[src/rtl/aq_hpcp_cntint_ctrl_if.sv]
// Purpose : software-write, overflow-event and interrupt signals between
//           the HPCP register front-end and the counter interrupt controller.
// Ports   : master drives write data/enables, overflow pulses and the global
//           interrupt enable; slave returns the enable/status vectors and the
//           registered interrupt request plus counter index.
interface aq_hpcp_cntint_ctrl_if #(
   parameter int CNT_NUM = 32,
   parameter int IDX_W   = 5
);
   logic [CNT_NUM-1:0] hpcp_wdata;
   logic [CNT_NUM-1:0] cntinten_wen;
   logic [CNT_NUM-1:0] cntof_wen;
   logic [CNT_NUM-1:0] cnt_of_pulse;
   logic               hpcp_int_gen_en;
   logic [CNT_NUM-1:0] cntinten;
   logic [CNT_NUM-1:0] cntof;
   logic               hpcp_int_req;
   logic [IDX_W-1:0]   hpcp_int_idx;

   modport master (
      output hpcp_wdata, cntinten_wen, cntof_wen, cnt_of_pulse, hpcp_int_gen_en,
      input  cntinten, cntof, hpcp_int_req, hpcp_int_idx
   );

   modport slave (
      input  hpcp_wdata, cntinten_wen, cntof_wen, cnt_of_pulse, hpcp_int_gen_en,
      output cntinten, cntof, hpcp_int_req, hpcp_int_idx
   );
endinterface

[src/rtl/aq_hpcp_cntint_ctrl.sv]
// Purpose : per-counter interrupt-enable and sticky overflow-status registers,
//           plus a registered interrupt request and lowest pending index.
// Latency : register writes/pulses visible 1 edge later; req/idx 2 edges after a pulse.
// Backpressure: none; every write and overflow pulse is accepted each cycle.
// Ports   : hpcp_clk, cpurst_b (async active-low) and bus (slave side):
//           hpcp_wdata, cntinten_wen, cntof_wen, cnt_of_pulse, hpcp_int_gen_en in;
//           cntinten, cntof, hpcp_int_req, hpcp_int_idx out.
module aq_hpcp_cntint_ctrl #(
   parameter int CNT_NUM = 32,
   parameter int IDX_W   = 5
) (
   input  logic                  hpcp_clk,
   input  logic                  cpurst_b,
   aq_hpcp_cntint_ctrl_if.slave  bus
);

   logic [CNT_NUM-1:0] cntinten_q;
   logic [CNT_NUM-1:0] cntof_q;
   logic               int_req_q;
   logic [IDX_W-1:0]   int_idx_q;

   logic [CNT_NUM-1:0] pend;
   logic               pend_any;
   logic [IDX_W-1:0]   pend_idx;

   assign pend     = cntof_q & cntinten_q;
   assign pend_any = |pend;

   // Lowest-numbered pending counter wins: scan downwards so the last hit
   // is the lowest index. Codes >= CNT_NUM can never be produced.
   always_comb begin
      pend_idx = '0;
      for (int i = CNT_NUM - 1; i >= 0; i--) begin
         if (pend[i]) begin
            pend_idx = IDX_W'(i);
         end
      end
   end

   always_ff @(posedge hpcp_clk or negedge cpurst_b) begin
      if (!cpurst_b) begin
         cntinten_q <= '0;
         cntof_q    <= '0;
         int_req_q  <= 1'b0;
         int_idx_q  <= '0;
      end else begin
         cntinten_q <= (cntinten_q & ~bus.cntinten_wen) |
                       (bus.hpcp_wdata & bus.cntinten_wen);
         // Overflow pulse ORs in after the software write so a simultaneous
         // clear never loses an event.
         cntof_q    <= (cntof_q & ~bus.cntof_wen) |
                       (bus.hpcp_wdata & bus.cntof_wen) |
                       bus.cnt_of_pulse;
         int_req_q  <= bus.hpcp_int_gen_en & pend_any;
         // Index tracks pending state regardless of the global enable and
         // holds its last value once nothing is pending.
         if (pend_any) begin
            int_idx_q <= pend_idx;
         end
      end
   end

   assign bus.cntinten     = cntinten_q;
   assign bus.cntof        = cntof_q;
   assign bus.hpcp_int_req = int_req_q;
   assign bus.hpcp_int_idx = int_idx_q;

endmodule

[src/flat_wrapper.sv]
// flat-port wrapper written by rule: the top's interface ports become plain ports
module aq_hpcp_cntint_ctrl_flat 
#(
   parameter int CNT_NUM = 32,
   parameter int IDX_W   = 5
)
  (hpcp_clk, cpurst_b, bus_hpcp_wdata, bus_cntinten_wen, bus_cntof_wen, bus_cnt_of_pulse, bus_hpcp_int_gen_en, bus_cntinten, bus_cntof, bus_hpcp_int_req, bus_hpcp_int_idx);
  aq_hpcp_cntint_ctrl_if #(.CNT_NUM(CNT_NUM), .IDX_W(IDX_W)) bus_i ();
  input  logic hpcp_clk;
  input  logic cpurst_b;
  input wire logic [$bits(bus_i.hpcp_wdata)-1:0] bus_hpcp_wdata;
  input wire logic [$bits(bus_i.cntinten_wen)-1:0] bus_cntinten_wen;
  input wire logic [$bits(bus_i.cntof_wen)-1:0] bus_cntof_wen;
  input wire logic [$bits(bus_i.cnt_of_pulse)-1:0] bus_cnt_of_pulse;
  input wire logic [$bits(bus_i.hpcp_int_gen_en)-1:0] bus_hpcp_int_gen_en;
  output wire logic [$bits(bus_i.cntinten)-1:0] bus_cntinten;
  output wire logic [$bits(bus_i.cntof)-1:0] bus_cntof;
  output wire logic [$bits(bus_i.hpcp_int_req)-1:0] bus_hpcp_int_req;
  output wire logic [$bits(bus_i.hpcp_int_idx)-1:0] bus_hpcp_int_idx;
  assign bus_i.hpcp_wdata = bus_hpcp_wdata;
  assign bus_i.cntinten_wen = bus_cntinten_wen;
  assign bus_i.cntof_wen = bus_cntof_wen;
  assign bus_i.cnt_of_pulse = bus_cnt_of_pulse;
  assign bus_i.hpcp_int_gen_en = bus_hpcp_int_gen_en;
  assign bus_cntinten = bus_i.cntinten;
  assign bus_cntof = bus_i.cntof;
  assign bus_hpcp_int_req = bus_i.hpcp_int_req;
  assign bus_hpcp_int_idx = bus_i.hpcp_int_idx;
  aq_hpcp_cntint_ctrl #(.CNT_NUM(CNT_NUM), .IDX_W(IDX_W)) u_core (.hpcp_clk(hpcp_clk), .cpurst_b(cpurst_b), .bus(bus_i));
endmodule
[config.mk]
export PLATFORM = sky130hd
export DESIGN_NAME = aq_hpcp_cntint_ctrl_flat
export DESIGN_NICKNAME = d
export VERILOG_FILES = /design/src/rtl/aq_hpcp_cntint_ctrl_if.sv /design/src/rtl/aq_hpcp_cntint_ctrl.sv /design/src/flat_wrapper.sv
export SDC_FILE = /design/constraint.sdc
export NUM_CORES = 1
export LEC_CHECK = 0
export ABC_AREA = 1
export BUFFER_PORTS_ARGS = -buffer_cell sky130_fd_sc_hd__buf_2
export CAP_MARGIN = 10
export CORE_ASPECT_RATIO = 0.9
export CORE_MARGIN = 2
export CORE_UTILIZATION = 38
export CTS_CLUSTER_DIAMETER = 150
export DETAILED_ROUTE_END_ITERATION = 12
export PLACE_DENSITY = 0.76
export SYNTH_ARGS = -nofsm -noshare
export SYNTH_HDL_FRONTEND = slang
export SYNTH_SLANG_ARGS = --single-unit
[constraint.sdc]
create_clock -name hpcp_clk -period 1.9 [get_ports hpcp_clk]
set_input_delay 0.38 -clock hpcp_clk [delete_from_list [all_inputs] [get_ports hpcp_clk]]
set_output_delay 0.38 -clock hpcp_clk [all_outputs]
set_load 0.005 [all_outputs]
==> results.json <==
{
  "p_sw_w": 0.000991,
  "hold_viol": 0,
  "numCtsBuffers": 9,
  "diodes": 0,
  "numPortBuffers": 200,
  "first_iter_violations": 93,
  "track_usage_pct": 18.7,
  "period_minus_slack_ps": 2160,
  "drc": 0,
  "rsz0062_at_grt": "yes",
  "clock-skew-final_ps": 8.50,
  "final_common_cell": "buf_2",
  "die_h_um": 89.9,
  "firstDrtPassIters": 4,
  "fin_ws_ps": -258,
  "viasPerCell": 4.57,
  "total_power_w": 0.00377,
  "clkLatencyLatePin_ps": 330,
  "max_stage_delay_ps": 390,
  "worst-path-buf-inv": 1,
  "grt_max_degree": 37,
  "overflow": 0,
  "worstPathArrival_ps": 2390,
  "grt_pass1_wl_mm": 13.3,
  "critPathKind": "reg2reg",
  "grt_pass1_vias": 2893,
  "clkTransAtPathRegs_ps": 70,
  "cts_root_buf": "clkbuf_8",
  "globalplace.congestion": 0.803,
  "antenna_found_initial": 0,
  "crit_required_ps": 2130,
  "post-route-period-util_pct": 114,
  "cp-start-kind": "register",
  "p_int_w": 0.00278,
  "synth.distinct_cells": 17,
  "synth_area_per_cell_um2": 9.59,
  "final_nets": 690,
  "path_max_fanout": 2,
  "pwr-share-seq_pct": 45.4,
  "cp-end-kind": "register",
  "cts_tree": "done",
  "htree_num_levels": 3,
  "final_core_util_pct": 58.3,
  "yosysSeqAreaShare_pct": 56.2,
  "io_pins": 201,
  "dieWidth_um": 99.4,
  "fillCellCount": 723,
  "cts_hold_buf": 0,
  "multi_input_area_um2": 1250,
  "combPwrFrac_pct": 19.9,
  "fmax_ghz": 0.463,
  "final_cell_mix": "buf_2 (200), nand2_1 (72), dfrtp_1 (70)",
  "drive_gt1_share_pct": 51.4,
  "p_leak_nw": 2.58,
  "routed_wl_mm": 8.34,
  "setup_viol": 1,
  "synth-warning-count": 0,
  "slew-limit-headroom_pct": 69.4,
  "setup_tns_ps": -258,
  "rows": 31,
  "placed_cells": 644,
  "hold_class": "in2async",
  "clock_sinks": 70,
  "cp_slowest_cell": "dfrtp_1",
  "status": "finished, violations left",
  "drv_slew": 0,
  "tightest_slew_ps": 459,
  "core_um2": 7990,
  "layout.cells.non_filler": 663,
  "seq_area_um2": 1750,
  "ir_worst_vdd_mv": 0.344,
  "synth_cells": 325,
  "postRouteAntennaNets": 0,
  "route.vias.total": 3031,
  "max_cap_viol_count": 0,
  "synth_seq_cells": 70,
  "wl_per_cell_um": 12.6,
  "powerDensity_nw_per_um2": 811,
  "violations": "setup timing",
  "cpMostUsedCell": "nand2_1",
  "dp.final_hpwl_mm": 6.98,
  "power_frac_clock_pct": 34.7,
  "start_util_pct": 39.0,
  "synth_nets": 456,
  "syn2layout_area_growth_pct": 49.5,
  "ctsLongestPathBuffers": 2,
  "die-area_um2": 8940,
  "switching_share_pct": 26.3,
  "path_delay_family": "simple AND/OR/NAND/NOR gates",
  "syn-cell-area_um2": 3120
}
layer usage:
| metal | vias to the layer above | share of wire, % | GRT usage [%] |
|---|---|---|---|
| met2 | 113 | 52 | 32.8 |
| met4 | 0 | 0.66 | 4.79 |
| met5 | - | 0 | 0 |
| met3 | 6 | 6.5 | 4.67 |
| li1 | 1533 | - | - |
| met1 | 1379 | 41 | 23.0 |
cells in the mapped netlist, drive strengths merged:
library cell  instances  area (um^2)
a21boi                1         7.51
a21oi                33          165
a22o                  1         8.76
a31oi                 1         6.26
dfrtp                70         1750
inv                  36          135
mux2                 32          360
nand2                90          398
nand4                 1         6.26
nor2                 21         78.8
nor3                  2         10.0
o21ai                36          180
o31ai                 1         7.51
per-stage QoR:
stage                     hold slack, ps  setup WS [ps]  instance area (um^2)
final                               80.8           -258                  4660
after global routing                96.0           -593                  4660
after CTS                           84.1           -272                  4610
after detailed placement             444           -266                  4390
after global placement               437           -214                  4390
after floorplan                     84.4          -43.9                  3120
worst paths after layout:
kind,startpoint,end,slack [ps],depth (start not counted)
worst max-delay path,register,u_core.bus.hpcp_int_idx[0]$_DFFE_PN0N_,-260,34
worst min-delay path,cpurst_b,u_core.bus.cntof[11]$_DFF_PN0_,80,2
worst max register to register,register,u_core.bus.hpcp_int_idx[0]$_DFFE_PN0N_,-260,34
worst min register to register,u_core.bus.hpcp_int_idx[0]$_DFFE_PN0N_,u_core.bus.hpcp_int_idx[0]$_DFFE_PN0N_,490,2
max in group asynchronous,cpurst_b,u_core.bus.hpcp_int_idx[4]$_DFFE_PN0N_,1470,2
min in group hpcp_clk,bus_cntof_wen[19],u_core.bus.cntof[19]$_DFF_PN0_,230,2
cell type report:
class	instances	share of cell area, %
inverters	36	2.90
repair buffers	223	25.3
multi-input cells	219	26.9
clock inverters	4	1.50
well taps	99	2.66
flip-flops and latches	70	37.6
clock buffers	12	3.12
power by group through the flow:
stage | Clock (W) | Sequential (W) | Combinational (W)
2_1_floorplan | 0 | 0.00175 | 0.000292
4_1_cts | 0.00134 | 0.00171 | 0.000747
5_1_grt | 0.00141 | 0.00173 | 0.000849
6_report | 0.00131 | 0.00171 | 0.000752
3_3_place_gp | 0 | 0.00174 | 0.000721
3_5_place_dp | 0 | 0.00174 | 0.000741
worst reg2reg max path: cells and delay by family (launching register included):
family                 cells  cell delay, ps
flip-flops                 1             390
AND/OR/NAND/NOR           33            1610
buffers and inverters      1              40
logic make-up (layout without fill, tap and decap cells):
family                 Yosys count  count (layout)  share of synthesized area [%]
AO/OA/AOI/OAI                   73              73                           12.0
buffers and inverters           36             275                           4.34
flip-flops                      70              70                           56.2
multiplexers                    32              32                           11.6
AND/OR/NAND/NOR                114             114                           15.8
what timing repair did:
item,CTS,global route
cloned,0,0
endpoints found under the hold margin,0,0
endpoints found under the setup margin,1,2
setup buffers,1,2
pin swaps,1,13
gates resized for setup,0,6
No activity file was read; power rests on OpenSTA's default activity.
